<file path="config.mk">
export PLATFORM = sky130hd
export DESIGN_NAME = multi_cycle_ctrl_flat
export DESIGN_NICKNAME = d
export VERILOG_FILES = /design/src/rtl/multi_cycle_ctrl_pkg.sv /design/src/rtl/multi_cycle_ctrl_if.sv /design/src/rtl/ctrl_out_decode.sv /design/src/rtl/multi_cycle_ctrl.sv /design/src/flat_wrapper.sv
export SDC_FILE = /design/constraint.sdc
export NUM_CORES = 1
export LEC_CHECK = 0
export BUFFER_PORTS_ARGS = -buffer_cell sky130_fd_sc_hd__buf_2
export CORE_MARGIN = 2
export CORE_UTILIZATION = 25
export DETAILED_ROUTE_END_ITERATION = 16
export GPL_TIMING_DRIVEN = 0
export SLEW_MARGIN = 10
export SYNTH_ARGS = -nofsm -noshare
export SYNTH_HDL_FRONTEND = slang
export SYNTH_SLANG_ARGS = --single-unit
</file>
<file path="constraint.sdc">
create_clock -name clk -period 1.85 [get_ports clk]
set_clock_uncertainty 0.15 [all_clocks]
set_input_delay 0.37 -clock clk [delete_from_list [all_inputs] [get_ports clk]]
set_output_delay 0.37 -clock clk [all_outputs]
set_load 0.005 [all_outputs]
</file>
<file path="src/rtl/multi_cycle_ctrl_pkg.sv">
// Shared definitions for the multi-cycle MIPS control path: opcode constants, FSM state
// encodings, ALU/PC select codes and the packed control-output bundle. Also imported by the
// datapath and the ALU control decoder.
package multi_cycle_ctrl_pkg;

   localparam logic [5:0] OpRtype = 6'b000000;
   localparam logic [5:0] OpLw    = 6'b100011;
   localparam logic [5:0] OpSw    = 6'b101011;
   localparam logic [5:0] OpBeq   = 6'b000100;
   localparam logic [5:0] OpJ     = 6'b000010;
   localparam logic [5:0] OpAddi  = 6'b001000;

   localparam logic [1:0] AluOpAdd  = 2'b00;
   localparam logic [1:0] AluOpSub  = 2'b01;
   localparam logic [1:0] AluOpFunc = 2'b10;

   localparam logic [1:0] SrcBReg   = 2'b00;
   localparam logic [1:0] SrcBFour  = 2'b01;
   localparam logic [1:0] SrcBImm   = 2'b10;
   localparam logic [1:0] SrcBImmSh = 2'b11;

   localparam logic [1:0] PcSrcAlu    = 2'b00;
   localparam logic [1:0] PcSrcAluOut = 2'b01;
   localparam logic [1:0] PcSrcJump   = 2'b10;

   typedef enum logic [3:0] {
      StIf   = 4'd0,
      StId   = 4'd1,
      StMadr = 4'd2,
      StMrd  = 4'd3,
      StMwb  = 4'd4,
      StMwr  = 4'd5,
      StRex  = 4'd6,
      StRwb  = 4'd7,
      StBeq  = 4'd8,
      StJmp  = 4'd9,
      StIex  = 4'd10,
      StIwb  = 4'd11
   } state_e;

   typedef struct packed {
      logic       pc_write;
      logic       pc_write_cond;
      logic       iord;
      logic       mem_read;
      logic       mem_write;
      logic       ir_write;
      logic       mem_to_reg;
      logic       reg_dst;
      logic       reg_write;
      logic       alu_src_a;
      logic [1:0] alu_src_b;
      logic [1:0] alu_op;
      logic [1:0] pc_source;
      logic       illegal;
   } ctrl_out_t;

   function automatic logic is_legal_op(input logic [5:0] op);
      return (op == OpRtype) || (op == OpLw) || (op == OpSw) ||
             (op == OpBeq) || (op == OpJ) || (op == OpAddi);
   endfunction

endpackage

</file>
<file path="src/rtl/multi_cycle_ctrl_if.sv">
// Controller <-> datapath bundle.
//   Op, mem_ready          : datapath -> controller (opcode field, memory done)
//   PCWrite .. PCSource    : controller -> datapath control strobes and selects
//   illegal, state         : controller status (unsupported opcode pulse, debug state)
// master = controller side, slave = datapath side.
interface multi_cycle_ctrl_if;
   logic [5:0] Op;
   logic       mem_ready;
   logic       PCWrite;
   logic       PCWriteCond;
   logic       IorD;
   logic       MemRead;
   logic       MemWrite;
   logic       IRWrite;
   logic       MemtoReg;
   logic       RegDst;
   logic       RegWrite;
   logic       ALUSrcA;
   logic [1:0] ALUSrcB;
   logic [1:0] ALUop;
   logic [1:0] PCSource;
   logic       illegal;
   logic [3:0] state;

   modport master (
      input  Op, mem_ready,
      output PCWrite, PCWriteCond, IorD, MemRead, MemWrite, IRWrite, MemtoReg, RegDst,
             RegWrite, ALUSrcA, ALUSrcB, ALUop, PCSource, illegal, state
   );

   modport slave (
      output Op, mem_ready,
      input  PCWrite, PCWriteCond, IorD, MemRead, MemWrite, IRWrite, MemtoReg, RegDst,
             RegWrite, ALUSrcA, ALUSrcB, ALUop, PCSource, illegal, state
   );
endinterface

</file>
<file path="src/rtl/ctrl_out_decode.sv">
// Combinational state-to-control decoder.
//   state_i     : current FSM state
//   op_i        : opcode, used only to flag an illegal opcode in ID
//   mem_ready_i : effective memory-done, gates IRWrite/PCWrite in IF
//   rst_i       : forces every output low while reset is held
//   out_o       : decoded control bundle
module ctrl_out_decode
   import multi_cycle_ctrl_pkg::*;
(
   input  state_e     state_i,
   input  logic [5:0] op_i,
   input  logic       mem_ready_i,
   input  logic       rst_i,
   output ctrl_out_t  out_o
);

   always_comb begin
      out_o = '0;
      if (!rst_i) begin
         unique case (state_i)
            StIf: begin
               out_o.mem_read  = 1'b1;
               out_o.alu_src_b = SrcBFour;
               out_o.alu_op    = AluOpAdd;
               out_o.pc_source = PcSrcAlu;
               // IR and PC+4 commit only in the cycle the fetch completes
               out_o.ir_write  = mem_ready_i;
               out_o.pc_write  = mem_ready_i;
            end
            StId: begin
               out_o.alu_src_b = SrcBImmSh;
               out_o.alu_op    = AluOpAdd;
               out_o.illegal   = !is_legal_op(op_i);
            end
            StMadr, StIex: begin
               out_o.alu_src_a = 1'b1;
               out_o.alu_src_b = SrcBImm;
               out_o.alu_op    = AluOpAdd;
            end
            StMrd: begin
               out_o.mem_read = 1'b1;
               out_o.iord     = 1'b1;
            end
            StMwb: begin
               out_o.reg_write  = 1'b1;
               out_o.mem_to_reg = 1'b1;
            end
            StMwr: begin
               out_o.mem_write = 1'b1;
               out_o.iord      = 1'b1;
            end
            StRex: begin
               out_o.alu_src_a = 1'b1;
               out_o.alu_src_b = SrcBReg;
               out_o.alu_op    = AluOpFunc;
            end
            StRwb: begin
               out_o.reg_write = 1'b1;
               out_o.reg_dst   = 1'b1;
            end
            StBeq: begin
               out_o.alu_src_a     = 1'b1;
               out_o.alu_src_b     = SrcBReg;
               out_o.alu_op        = AluOpSub;
               out_o.pc_write_cond = 1'b1;
               out_o.pc_source     = PcSrcAluOut;
            end
            StJmp: begin
               out_o.pc_write  = 1'b1;
               out_o.pc_source = PcSrcJump;
            end
            StIwb: begin
               out_o.reg_write = 1'b1;
            end
            default: ;
         endcase
      end
   end

endmodule

</file>
<file path="src/rtl/multi_cycle_ctrl.sv">
// Multi-cycle MIPS main controller: state register and next-state logic; control outputs
// come from ctrl_out_decode.
//   clk, rst : clock and synchronous active-high reset
//   bus      : controller side of multi_cycle_ctrl_if (opcode/mem_ready in, controls out)
//   MEM_WAIT : 1 = memory states wait for mem_ready, 0 = memory treated as always ready
module multi_cycle_ctrl
   import multi_cycle_ctrl_pkg::*;
#(
   parameter bit MEM_WAIT = 1'b1
) (
   input  logic                clk,
   input  logic                rst,
   multi_cycle_ctrl_if.master  bus
);

   state_e    state_q, state_d;
   logic      mem_rdy;
   ctrl_out_t ctrl;

   assign mem_rdy = MEM_WAIT ? bus.mem_ready : 1'b1;

   always_comb begin
      state_d = state_q;
      unique case (state_q)
         StIf:  if (mem_rdy) state_d = StId;
         StId: begin
            unique case (bus.Op)
               OpLw, OpSw: state_d = StMadr;
               OpRtype:    state_d = StRex;
               OpBeq:      state_d = StBeq;
               OpJ:        state_d = StJmp;
               OpAddi:     state_d = StIex;
               default:    state_d = StIf;
            endcase
         end
         // Op is re-examined here; anything other than lw/sw abandons the access
         StMadr: begin
            if (bus.Op == OpLw)      state_d = StMrd;
            else if (bus.Op == OpSw) state_d = StMwr;
            else                     state_d = StIf;
         end
         StMrd:  if (mem_rdy) state_d = StMwb;
         StMwr:  if (mem_rdy) state_d = StIf;
         StRex:  state_d = StRwb;
         StIex:  state_d = StIwb;
         StMwb, StRwb, StIwb, StBeq, StJmp: state_d = StIf;
         default: state_d = StIf;
      endcase
   end

   always_ff @(posedge clk) begin
      if (rst) state_q <= StIf;
      else     state_q <= state_d;
   end

   ctrl_out_decode u_decode (
      .state_i     (state_q),
      .op_i        (bus.Op),
      .mem_ready_i (mem_rdy),
      .rst_i       (rst),
      .out_o       (ctrl)
   );

   assign bus.PCWrite     = ctrl.pc_write;
   assign bus.PCWriteCond = ctrl.pc_write_cond;
   assign bus.IorD        = ctrl.iord;
   assign bus.MemRead     = ctrl.mem_read;
   assign bus.MemWrite    = ctrl.mem_write;
   assign bus.IRWrite     = ctrl.ir_write;
   assign bus.MemtoReg    = ctrl.mem_to_reg;
   assign bus.RegDst      = ctrl.reg_dst;
   assign bus.RegWrite    = ctrl.reg_write;
   assign bus.ALUSrcA     = ctrl.alu_src_a;
   assign bus.ALUSrcB     = ctrl.alu_src_b;
   assign bus.ALUop       = ctrl.alu_op;
   assign bus.PCSource    = ctrl.pc_source;
   assign bus.illegal     = ctrl.illegal;
   assign bus.state       = state_q;

endmodule

</file>
<file path="src/flat_wrapper.sv">
// flat-port wrapper written by rule: the top's interface ports become plain ports
module multi_cycle_ctrl_flat import multi_cycle_ctrl_pkg::*;
#(
   parameter bit MEM_WAIT = 1'b1
)
  (clk, rst, bus_Op, bus_mem_ready, bus_PCWrite, bus_PCWriteCond, bus_IorD, bus_MemRead, bus_MemWrite, bus_IRWrite, bus_MemtoReg, bus_RegDst, bus_RegWrite, bus_ALUSrcA, bus_ALUSrcB, bus_ALUop, bus_PCSource, bus_illegal, bus_state);
  multi_cycle_ctrl_if bus_i ();
  input  logic clk;
  input  logic rst;
  input wire logic [$bits(bus_i.Op)-1:0] bus_Op;
  input wire logic [$bits(bus_i.mem_ready)-1:0] bus_mem_ready;
  output wire logic [$bits(bus_i.PCWrite)-1:0] bus_PCWrite;
  output wire logic [$bits(bus_i.PCWriteCond)-1:0] bus_PCWriteCond;
  output wire logic [$bits(bus_i.IorD)-1:0] bus_IorD;
  output wire logic [$bits(bus_i.MemRead)-1:0] bus_MemRead;
  output wire logic [$bits(bus_i.MemWrite)-1:0] bus_MemWrite;
  output wire logic [$bits(bus_i.IRWrite)-1:0] bus_IRWrite;
  output wire logic [$bits(bus_i.MemtoReg)-1:0] bus_MemtoReg;
  output wire logic [$bits(bus_i.RegDst)-1:0] bus_RegDst;
  output wire logic [$bits(bus_i.RegWrite)-1:0] bus_RegWrite;
  output wire logic [$bits(bus_i.ALUSrcA)-1:0] bus_ALUSrcA;
  output wire logic [$bits(bus_i.ALUSrcB)-1:0] bus_ALUSrcB;
  output wire logic [$bits(bus_i.ALUop)-1:0] bus_ALUop;
  output wire logic [$bits(bus_i.PCSource)-1:0] bus_PCSource;
  output wire logic [$bits(bus_i.illegal)-1:0] bus_illegal;
  output wire logic [$bits(bus_i.state)-1:0] bus_state;
  assign bus_i.Op = bus_Op;
  assign bus_i.mem_ready = bus_mem_ready;
  assign bus_PCWrite = bus_i.PCWrite;
  assign bus_PCWriteCond = bus_i.PCWriteCond;
  assign bus_IorD = bus_i.IorD;
  assign bus_MemRead = bus_i.MemRead;
  assign bus_MemWrite = bus_i.MemWrite;
  assign bus_IRWrite = bus_i.IRWrite;
  assign bus_MemtoReg = bus_i.MemtoReg;
  assign bus_RegDst = bus_i.RegDst;
  assign bus_RegWrite = bus_i.RegWrite;
  assign bus_ALUSrcA = bus_i.ALUSrcA;
  assign bus_ALUSrcB = bus_i.ALUSrcB;
  assign bus_ALUop = bus_i.ALUop;
  assign bus_PCSource = bus_i.PCSource;
  assign bus_illegal = bus_i.illegal;
  assign bus_state = bus_i.state;
  multi_cycle_ctrl #(.MEM_WAIT(MEM_WAIT)) u_core (.clk(clk), .rst(rst), .bus(bus_i));
endmodule
</file>
### Yosys cells after proc, flatten, opt, wreduce, memory -nomap -nowiden

Cells that the tools add are included.
Widths: inputs -> output; s select.

* register bits: 4
* input bits: 9
* word-level logic and storage cells: 56

* multiplexer cells: 21
* eq/ne operators: 19
* reduce and logical (&&, ||, !) cells: 15

Operator list (number)
* $pmux 4 s5: 2
* $pmux 4 s7: 1
* $mux 17: 1
* $eq 4x3->1 const B: 4
* $eq 4x4->1 const B: 4
* $mux 4: 4
* $eq 6x6->1 const B: 2
* $mux 1: 10
* $eq 4x2->1 const B: 2
* $reduce_or 2->1: 4
* $eq 6x2->1 const B: 1
* $eq 6x3->1 const B: 1
* $eq 6x4->1 const B: 1
* $logic_not 6->1: 1
* $ne 2x2->1 const B: 3
* $logic_or 1x1->1: 5
* $eq 4x1->1 const B: 1
* $logic_not 4->1: 1
* $pmux 2 s2: 1
* $reduce_or 4->1: 1
* $mux 3: 1
* $reduce_and 3->1: 1
* $reduce_or 3->1: 1
* $pmux 1 s2: 1
* $logic_not 1->1: 1

### Longest topological paths before layout

Gate-level depths: netlist (run 1).

* depth after elaboration: 9
* gate-level depth with buffers: 5

### Modules after synthesis

A second synthesis (run 1) with hierarchy kept.

* cell total of the unflattened synthesis: 90
* area, all modules: 670.6 sq um

By module, submodules not included
* multi_cycle_ctrl: cells an instance 56, times used 1, area an instance 422.9 sq um
* ctrl_out_decode: cells an instance 34, times used 1, area an instance 247.7 sq um

### Worst setup path before layout (run 1)

Ideal clock, no wire load.

* path kind: input to output
* start point: input rst
* end point: output bus_ALUop[0]
* slack: 0.114 ns
* arrival time: 1.216 ns
* stages: 4
* data required time: 1.330 ns
* path buffers: 2
* path through: or2_2 > clkbuf_1 > nor3_1 > buf_4

* cells in the longest elaborated chain, start to end: 1

Ends and longest elaborated chain
* from (decl): RTL line flat_wrapper.sv:9 `input logic rst;`
* $mux 17: RTL line ctrl_out_decode.sv:19 `if (!rst_i) begin`
* to (decl): RTL line flat_wrapper.sv:23 `output wire logic [$bits(bus_i.ALUop)-1:0] bus_ALUop;`

Every way passes these cells.

### Worst setup path in the final report (run 1)

* start point: register u_core.state_q[2] (netlist: u_core.bus.state[2])
* end point: output bus_RegWrite

* cells in the longest elaborated chain, start to end: 4
* elaborated cells on any way between the ends: 6
* classes of those cells: eq/ne: 3; mux: 2; reduce/logical: 1

Ends and longest elaborated chain
* from (decl): RTL line multi_cycle_ctrl.sv:16 `state_e state_q, state_d;`
* from (signal assigned): RTL line multi_cycle_ctrl.sv:52 `if (rst) state_q <= StIf;`
* from (signal assigned): RTL line multi_cycle_ctrl.sv:53 `else state_q <= state_d;`
* $eq 4x4->1 or $eq 4x3->1 (tied branches): RTL line ctrl_out_decode.sv:20 `unique case (state_i)`
* $reduce_or 3->1 (no line) *
* $mux 1 *: RTL line ctrl_out_decode.sv:20
* $mux 17 *: RTL line ctrl_out_decode.sv:19
* to (decl): RTL line flat_wrapper.sv:20 `output wire logic [$bits(bus_i.RegWrite)-1:0] bus_RegWrite;`

Every way passes the cells marked *; elsewhere a longest branch is shown, timed or not.

==> out/results.tsv, run 1 <==
stage	metric	value	unit
critical_path	worst path arrival time	1450	ps
clock_tree	htree depth	1	
critical_path	crit-path cells	inv_4, or4_4, a21oi_2, buf_2	
synth	flops & latches, synth	4	
critical_path	Worst setup SP type	register	
placement	post-detail-place hpwl	1.53	mm
finish	NumNets Final	136	
placement	placement-stage cell area	788	um2
detailed_routing	WL final	2.14	mm
critical_path	crit path buf inv count	2	
sta	setup_tns	-521	ps
synth	cell area after synthesis	608	um2
finish	fin area	938	um2
critical_path	worst endpoint required time	1330	ps
synth	top area cells in the synthesized netlist	dfxtp_1 13%, nor3_1 9.9%, a21oi_1 4.9%	
sta	final hold slack	360	ps
critical_path	FF-to-FF path depth	5	
synth	area leader, netlist	dfxtp_1	
die	Initial Utilization	27.0	%
sta	minimum clock period	1970	ps
hold_path	worst hold stages	3	
run_status	outcome	finished, violations left	
placement	I/O Buffers	29	
critical_path	Crit path max-delay family	simple AND/OR/NAND/NOR gates	
synth	post-synthesis sequential area ratio	13.2	%
synth	async set-reset flop share out of synthesis	0	%
synth	Synth Net Count	98	
clock_tree	root buf cell	clkbuf_4	
job	max-cap violation count	0	
pwr	Pwr per Cell Area	351	nW/um2
synth	share of the synthesized area in the top cell type	13.2	%
die	FP Rows	17	
critical_path	Setup CP Type	reg2out	
sta	final setup vio count	8	
synth	syn_area_per_cell	6.83	um2
synth	number of synthesized flops with an enable pin	0	
critical_path	Worst setup EP type	output pin	
clock_tree	maximum root-to-sink buffer count	2	
detailed_routing	drt wl/cell	14.0	um
clock_tree	clk slew on worst S/H paths	40	ps
sta	RSZ-0062 raised after global routing	true	
sta	Slew HR	67.3	%
clock_tree	Clock Latency Late Sink	240	ps
hold_path	worst hold path class	in2reg	
synth	synthesis warning total	0	
finish	share of cells above drive strength 1	53.6	%
finish	Diodes inserted	0	
critical_path	WP depth	4	
die	die area	2840	um2
grt	first-pass GRT wire length	3.53	mm
detailed_routing	antenna-violating nets left	0	
die	area of the core	2250	um2
pwr	Leak	0.408	nW
synth	top_reg_cell synth	dfxtp_1	
sta	hold violation count in the final report	0	
pwr	Max rail drop VDD	0.337	mV
synth	Commonest cells post-synth	12 x nor3_1, 7 x nand2_1, 6 x a21oi_1	
run_status	failing checks	negative setup slack	
detailed_routing	via count	870	
synth	Netlist cell types	38	
detailed_routing	drt drc	0	
grt	global route overflow	0	
die	die height	53.3	um
placement	routability cong.	0.835	
clock_tree	clock sinks	4	
clock_tree	CTS tree	yes	
detailed_routing	drt pass-1 iters	4	
clock_tree	CTS Buf Count	3	
detailed_routing	DRT iter0 DRCs	10	
critical_path	Max stage delay cell, worst path	or4_4	
sta	Slew @ Worst Pin	491	ps
grt	gr usage total	16.5	%
sta	Slew Viols, Final	0	
synth	Post-Syn Instances	89	
die	I/O Pins	30	
synth	most frequent cell after synthesis	nor3_1	
clock_tree	hold buffers post-CTS	0	
sta	Worst Slack Setup Final	-120	ps
detailed_routing	drt via density	5.69	
critical_path	CP peak stage delay	520	ps
critical_path	critical-path maximum fanout	7	
die	Die Width	53.3	um
sta	Max Fclk	508	MHz
grt	antenna violations before repair	0	
finish	Layout area overhead	54.3	%
grt	vias in the first global route	823	
finish	max reg flops	4	
grt	largest net degree at the start of global routing	12	
sta	period utilisation layout	106	%
[tightest hold or removal path, cell delays in order]
cell and delay [ps]:
buf_2 110, or4_4 140, o32ai_1 80
[through the flow]
| step | cells | setup slack, ps | util (%) | power, mW |
|---|---|---|---|---|
| after global placement | 146 | -96.5 | 35.0 | 0.198 |
| after floorplan | 89 | 114 | - | 0.158 |
| after global routing | 153 | -185 | 41.6 | 0.356 |
| final | 153 | -120 | 41.6 | 0.329 |
| after CTS | 154 | -140 | 41.3 | 0.334 |
| after detailed placement | 146 | -120 | 35.0 | 0.199 |
[repair_timing]
item,in CTS,in global routing
endpoints found under the setup margin,16,15
pin swaps,3,1
gates resized for setup,27,7
buffers inserted,7,0
[where the power goes]
group,switching [mW],total [mW],internal [mW]
Sequential,0.00771,0.0952,0.0874
Combinational,0.0645,0.126,0.0616
Clock,0.0354,0.108,0.0725
Total,0.108,0.329,0.222
[logic make-up after synthesis]
group / count (synthesis) / share of synthesized area [%]
flip-flops: 4 / 13.2
AO/OA/AOI/OAI: 26 / 31.1
buffers and inverters: 12 / 9.26
AND/OR/NAND/NOR: 45 / 43.6
XOR/XNOR: 2 / 2.88
[cell type report]
class	count	area (um2)
Sequential cell	4	92.6
Multi-Input combinational cell	73	527
Inverter	2	10.0
Tap cell	28	35.0
Buffer	7	50.0
Timing Repair Buffer	36	201
Clock buffer	3	22.5
Fill cell	252	1320
[routing by layer]
| metal | part of all wire, % | GRT usage (%) | vias to the layer above |
|---|---|---|---|
| met3 | 5.5 | 4.52 | 4 |
| met2 | 50 | 30.5 | 39 |
| li1 | - | - | 416 |
| met4 | 1.7 | 3.42 | 0 |
| met1 | 42 | 18.5 | 411 |
| met5 | 0 | 0 | - |
[final timing paths]
| path | startpoint | endpoint | slack [ps] |
|---|---|---|---|
| min reg2reg | u_core.bus.state[3] | u_core.bus.state[3] | 460 |
| max | u_core.bus.state[2] | bus_RegWrite | -120 |
| max reg2reg | u_core.bus.state[1] | u_core.bus.state[0] | 170 |
| min | rst | u_core.bus.state[3] | 360 |
[cells in the final DEF (no fill, tap or decap), drive strengths merged, types with 2 or more instances in the layout]
| cell type | instances |
|---|---|
| o21ai | 4 |
| inv | 2 |
| nand2b | 4 |
| nor3 | 12 |
| or4 | 2 |
| a21boi | 3 |
| buf | 41 |
| clkbuf | 5 |
| nor4 | 3 |
| a211o | 2 |
| a211oi | 2 |
| dfxtp | 4 |
| or2 | 3 |
| a21oi | 6 |
| nand2 | 7 |
| nor4bb | 2 |
| or3 | 2 |
| o211ai | 2 |
| nor2b | 2 |
| nor2 | 4 |
| nor4b | 2 |
No activity file was read; power rests on OpenSTA's default activity.
==> run 2, diff against run 1 <==
Settings changed: PLACE_DENSITY_LB_ADDON set to 0.3.
==> run 2 against run 1 <==
The flow still finishes with violations (negative setup slack). Core utilization grew 6.9 points. Sequential share of layout area shrank 1.4 points. Setup slack lost 53 ps. Worst hold slack gained 42 ps. Count of clock-buffer cells in the layout is the same. Design area grew 17%. Critical path depth is the same. Register-to-register slack lost 70 ps.
==> out/results.tsv, run 2 (synthesis results as in run 1) <==
stage	metric	value	unit
run_status	outcome	finished, violations left	
run_status	failing checks	negative setup slack	
sta	Max Fclk	494	MHz
detailed_routing	drt drc	0	
critical_path	Max stage delay cell, worst path	or4_4	
grt	vias in the first global route	776	
die	die height	53.3	um
finish	NumNets Final	143	
grt	grt met3 use	3.67	%
placement	routability cong.	0.773	
sta	Slew Viols, Final	0	
critical_path	Crit path max-delay family	simple AND/OR/NAND/NOR gates	
critical_path	worst reg2reg path endpoint	u_core.bus.state[0]	
detailed_routing	antenna-violating nets left	0	
sta	RSZ-0062 raised after global routing	true	
sta	period utilisation layout	109	%
die	I/O Pins	30	
die	Die Width	53.3	um
detailed_routing	DRT iter0 DRCs	20	
sta	Worst Slack Setup Final	-173	ps
clock_tree	clock sinks	4	
finish	Diodes inserted	0	
finish	most frequent cells in the layout	26 x buf_2, 14 x buf_4, 7 x buf_6, 7 x nor3_1, 6 x nand2_1	
pwr	clock share of power	31.4	%
detailed_routing	drt pass-1 iters	4	
clock_tree	htree depth	1	
grt	antenna violations before repair	0	
die	FP Rows	17	
critical_path	worst endpoint required time	1330	ps
critical_path	Worst setup EP type	output pin	
sta	setup_tns	-517	ps
detailed_routing	via count	876	
finish	share of cells above drive strength 1	61.4	%
critical_path	critical-path maximum fanout	5	
grt	global route overflow	0	
grt	met1 global-route usage	16.8	%
pwr	Design Power	0.333	mW
placement	I/O Buffers	29	
sta	final setup vio count	6	
sta	hold violation count in the final report	0	
clock_tree	CTS tree	yes	
finish	Layout area overhead	79.8	%
pwr	Max rail drop VDD	0.305	mV
clock_tree	CTS Buf Count	3	
sta	Slew HR	58.3	%
pwr	Cell Int Power	0.226	mW
grt	met2 Usage GRT	31.3	%
critical_path	FF-to-FF path depth	6	
clock_tree	Clock Latency Late Sink	230	ps
critical_path	WP depth	4	
pwr	Leak	0.456	nW
grt	first-pass GRT wire length	3.37	mm
finish	final core area utilization	48.5	%
pwr	Sw Pwr	0.107	mW
placement	placement-stage cell area	788	um2
hold_path	worst hold stages	3	
finish	max reg flops	4	
clock_tree	maximum root-to-sink buffer count	2	
critical_path	Setup CP Type	reg2out	
grt	largest net degree at the start of global routing	12	
die	Initial Utilization	27.0	%
finish	fin area	1090	um2
critical_path	Worst setup SP type	register	
finish	most common cell after layout, fill and taps aside	buf_2	
pwr	Flop pwr share	28.5	%
die	area of the core	2250	um2
grt	gr usage total	15.7	%
sta	Slew @ Worst Pin	625	ps
detailed_routing	drt via density	5.48	
clock_tree	root buf cell	clkbuf_4	
placement	post-detail-place hpwl	1.50	mm
critical_path	worst path arrival time	1500	ps
sta	minimum clock period	2020	ps
critical_path	crit-path cells	buf_6, or4_4, nor2_4, buf_2	
die	die area	2840	um2
critical_path	CP peak stage delay	570	ps
detailed_routing	WL final	2.21	mm
hold_path	worst hold path class	in2reg	
critical_path	Reg-to-Reg Start	u_core.bus.state[1]	
grt	Most Crowded Layer GR	met2	
finish	filler cell count	221	
clock_tree	clk slew on worst S/H paths	40	ps
critical_path	reg2reg setup slack	100	ps
pwr	Pwr per Cell Area	305	nW/um2
pwr	Comb pwr share	40.0	%
pwr	Switching Share	32.2	%
critical_path	Setup crit end	bus_illegal	
detailed_routing	drt wl/cell	13.8	um
critical_path	CP startpoint	u_core.bus.state[1]	
job	max-cap violation count	0	
critical_path	crit path buf inv count	2	
## run 2: cell types whose count changed in the layout (fill, tap and decap cells not counted), sizes merged
cell    before  now
buf         41   47
clkbuf       5    6
## run 2: worst register-to-register path, stage by stage, from the launching register on
cell,delay (ps)
dfxtp_4,360
buf_6,120
buf_4,140
nor4b_4,250
a21boi_1,90
o32a_1,320
a2111oi_2,210
## run 2: stage by stage
stage	instances	worst slack, ps	hold WS (ps)
floorplan	89	114	439
global placement	146	-108	537
detailed placement	146	-173	531
CTS	155	-157	361
global route	160	-213	410
finish	160	-173	402
## run 2: area by class of cell
cell class / count / area, um2 / area share (%)
Buffer: 7 / 58.8 / 5.38
Inverter: 2 / 10.0 / 0.915
Timing Repair Buffer: 43 / 280 / 25.6
Tap cell: 28 / 35.0 / 3.20
Sequential cell: 4 / 92.6 / 8.47
Multi-Input combinational cell: 73 / 594 / 54.3
Clock buffer: 3 / 22.5 / 2.06
## run 2: repair_timing
item,CTS,global route
hold endpoints to repair,0,0
hold buffers,0,0
setup endpoints to repair,16,13
setup buffers,8,6
pin swaps,2,9
gates resized for setup,28,27
## run 2: layer usage
metal / routed length, um / vias to the layer above
met1: 860 / 423
met3: 103 / 2
met5: 0 / -
met2: 1240 / 28
met4: 10 / 0
li1: - / 423
## run 2: power by group through the flow
stage	registers, mW	clock network (mW)	logic [mW]
after floorplan	0.0926	0	0.0651
after global placement	0.0922	0	0.106
after detailed placement	0.0922	0	0.106
after CTS	0.0892	0.110	0.126
after global routing	0.0960	0.115	0.146
final	0.0951	0.105	0.133
## run 2: worst min path at each step
stage / from / end
2_1_floorplan: rst / u_core.bus.state[3]
3_3_place_gp: u_core.bus.state[3] / u_core.bus.state[3]
3_5_place_dp: u_core.bus.state[3] / u_core.bus.state[3]
4_1_cts: rst / u_core.bus.state[3]
5_1_grt: rst / u_core.bus.state[3]
6_report: rst / u_core.bus.state[3]
==> run 3, diff against run 2 <==
Settings changed: PLACE_DENSITY_LB_ADDON 0.3 to unset.
Clock period 1.85 ns to 2.06 ns, I/O delays scaled along.
==> run 3 against run 2 <==
Global-route usage is 0.93 points lower. Cell count down 5.6%. Critical path depth stayed put. Count of clock-buffer cells in the layout did not move. The flow still finishes with violations (negative setup slack). Critical path type unchanged. Worst hold slack better by 6.5 ps. Via count is 4.2% lower. Register-to-register slack improved by 260 ps.
==> out/results.tsv, run 3 (synthesis results as in run 1) <==
stage	metric	value	unit
detailed_routing	drt wl/cell	13.3	um
detailed_routing	via count	839	
finish	max reg flops	4	
placement	I/O Buffers	29	
placement	post-detail-place hpwl	1.53	mm
grt	met2 Usage GRT	26.3	%
die	area of the core	2250	um2
clock_tree	Clock Latency Late Sink	240	ps
critical_path	Max stage delay cell, worst path	or4_4	
critical_path	Worst setup SP type	register	
sta	final setup vio count	1	
sta	Worst Slack Setup Final	-0.664	ps
die	FP Rows	17	
grt	largest net degree at the start of global routing	11	
critical_path	crit-path cells	buf_6, or4_4, nor2_2, buf_2	
sta	period utilisation layout	100	%
detailed_routing	antenna-violating nets left	0	
die	Initial Utilization	27.0	%
finish	Register Area	87.6	um2
pwr	Pwr per Cell Area	328	nW/um2
finish	multi-input logic area	508	um2
clock_tree	clk slew on worst S/H paths	40	ps
finish	NumNets Final	134	
critical_path	worst endpoint required time	1500	ps
hold_path	hold path endpoint	u_core.bus.state[3]	
run_status	outcome	finished, violations left	
die	I/O Pins	30	
critical_path	Reg-to-Reg Start	u_core.bus.state[1]	
placement	DP Worst Slack	5.82	ps
placement	placed insts	146	
sta	minimum clock period	2060	ps
finish	share of cells above drive strength 1	50.4	%
sta	Max Fclk	485	MHz
sta	Slew Viols, Final	0	
critical_path	FF-to-FF path depth	5	
detailed_routing	DRT iter0 DRCs	13	
hold_path	Hold Startpoint	rst	
detailed_routing	WL final	2.01	mm
hold_path	worst hold path class	in2reg	
sta	hold violation count in the final report	0	
die	Die Width	53.3	um
grt	vias in the first global route	733	
sta	Slew @ Worst Pin	503	ps
critical_path	reg2reg setup slack	360	ps
grt	first-pass GRT wire length	3.20	mm
pwr	Max rail drop VDD	0.307	mV
grt	met1 global-route usage	18.5	%
clock_tree	hold buffers post-CTS	0	
placement	routability cong.	0.835	
pwr	Leak	0.389	nW
detailed_routing	drt drc	0	
grt	Most Crowded Layer GR	met2	
grt	antenna violations before repair	0	
clock_tree	maximum root-to-sink buffer count	2	
sta	Slew HR	66.5	%
job	max-cap violation count	0	
detailed_routing	drt via density	5.56	
critical_path	worst reg2reg path endpoint	u_core.bus.state[0]	
finish	Diodes inserted	0	
grt	gr usage total	14.8	%
finish	most common cell after layout, fill and taps aside	buf_2	
critical_path	Setup CP Type	reg2out	
critical_path	crit path buf inv count	2	
finish	most frequent cells in the layout	31 x buf_2, 10 x nor3_1, 7 x nand2_1	
run_status	failing checks	negative setup slack	
critical_path	worst path arrival time	1500	ps
finish	Layout area overhead	46.7	%
critical_path	Worst setup EP type	output pin	
sta	final hold slack	409	ps
critical_path	CP peak stage delay	550	ps
hold_path	worst hold stages	3	
clock_tree	CTS tree	yes	
critical_path	critical-path maximum fanout	10	
sta	RSZ-0062 raised after global routing	true	
grt	grt met3 use	4.24	%
detailed_routing	drt pass-1 iters	4	
finish	filler cell count	261	
clock_tree	CTS Buf Count	3	
critical_path	Crit path max-delay family	simple AND/OR/NAND/NOR gates	
clock_tree	htree depth	1	
grt	global route overflow	0	
die	die area	2840	um2
finish	Non-Filler Instances	151	
clock_tree	clock sinks	4	
clock_tree	root buf cell	clkbuf_4	
die	die height	53.3	um
[run 3: cell types whose count changed in the layout (fill, tap and decap cells not counted), moves of 3 or more]
cell / before / now
buf_4: 14 / 6
buf_2: 26 / 31
buf_6: 7 / 2
nor3_1: 7 / 10
or2_2: 0 / 3
or2_4: 3 / 0
[run 3: layer usage]
layer  vias to the layer above  share of wire, %
li1                        408                 -
met1                       395                44
met2                        36                50
met4                         0                 0
met3                         0               6.7
met5                         -                 0
[run 3: timing repair]
| action | CTS | global route |
|---|---|---|
| endpoints found under the setup margin | 11 | 5 |
| setup buffers | 0 | 4 |
| pin swaps | 1 | 1 |
| gates resized for setup | 16 | 6 |
[run 3: worst max-delay path by stage]
| stage | from | endpoint | depth (start not counted) |
|---|---|---|---|
| after floorplan | rst | bus_ALUop[0] | 4 |
| after global placement | rst | bus_PCSource[0] | 6 |
| after detailed placement | rst | bus_ALUop[0] | 6 |
| after CTS | u_core.bus.state[1] | bus_illegal | 4 |
| after global routing | u_core.bus.state[2] | bus_RegWrite | 4 |
| final | u_core.bus.state[1] | bus_illegal | 4 |
[run 3: cell type report]
cell class                      count  share of cell area [%]
Timing Repair Buffer               33                    19.6
Multi-Input combinational cell     73                    56.9
Tap cell                           28                    3.93
Sequential cell                     4                    9.82
Inverter                            2                   0.842
Buffer                              8                    6.31
Clock buffer                        3                    2.52
[run 3: worst min-delay path: cells and delay by family]
kind                   cells  cell delay [ps]
AOI/OAI and AO/OA          1               80
buffers and inverters      1              120
and+or+nand+nor            1              140
[run 3: power by group]
| group | total, mW | leakage [nW] | switching (mW) | internal, mW |
|---|---|---|---|---|
| sequential | 0.0819 | 0.0346 | 0.00209 | 0.0798 |
| clock | 0.0974 | 0.0138 | 0.0323 | 0.0651 |
| combinational | 0.114 | 0.341 | 0.0595 | 0.0541 |
| total | 0.293 | 0.389 | 0.0938 | 0.199 |
[run 3: stage by stage]
| step | power (mW) | cell area, um2 | setup TNS (ps) | util (%) |
|---|---|---|---|---|
| 2_1_floorplan | 0.142 | 608 | 0 | - |
| 3_3_place_gp | 0.178 | 788 | 0 | 35.0 |
| 3_5_place_dp | 0.179 | 788 | 0 | 35.0 |
| 4_1_cts | 0.285 | 850 | -8.56 | 37.7 |
| 5_1_grt | 0.317 | 892 | -121 | 39.6 |
| 6_report | 0.293 | 892 | -0.664 | 39.6 |
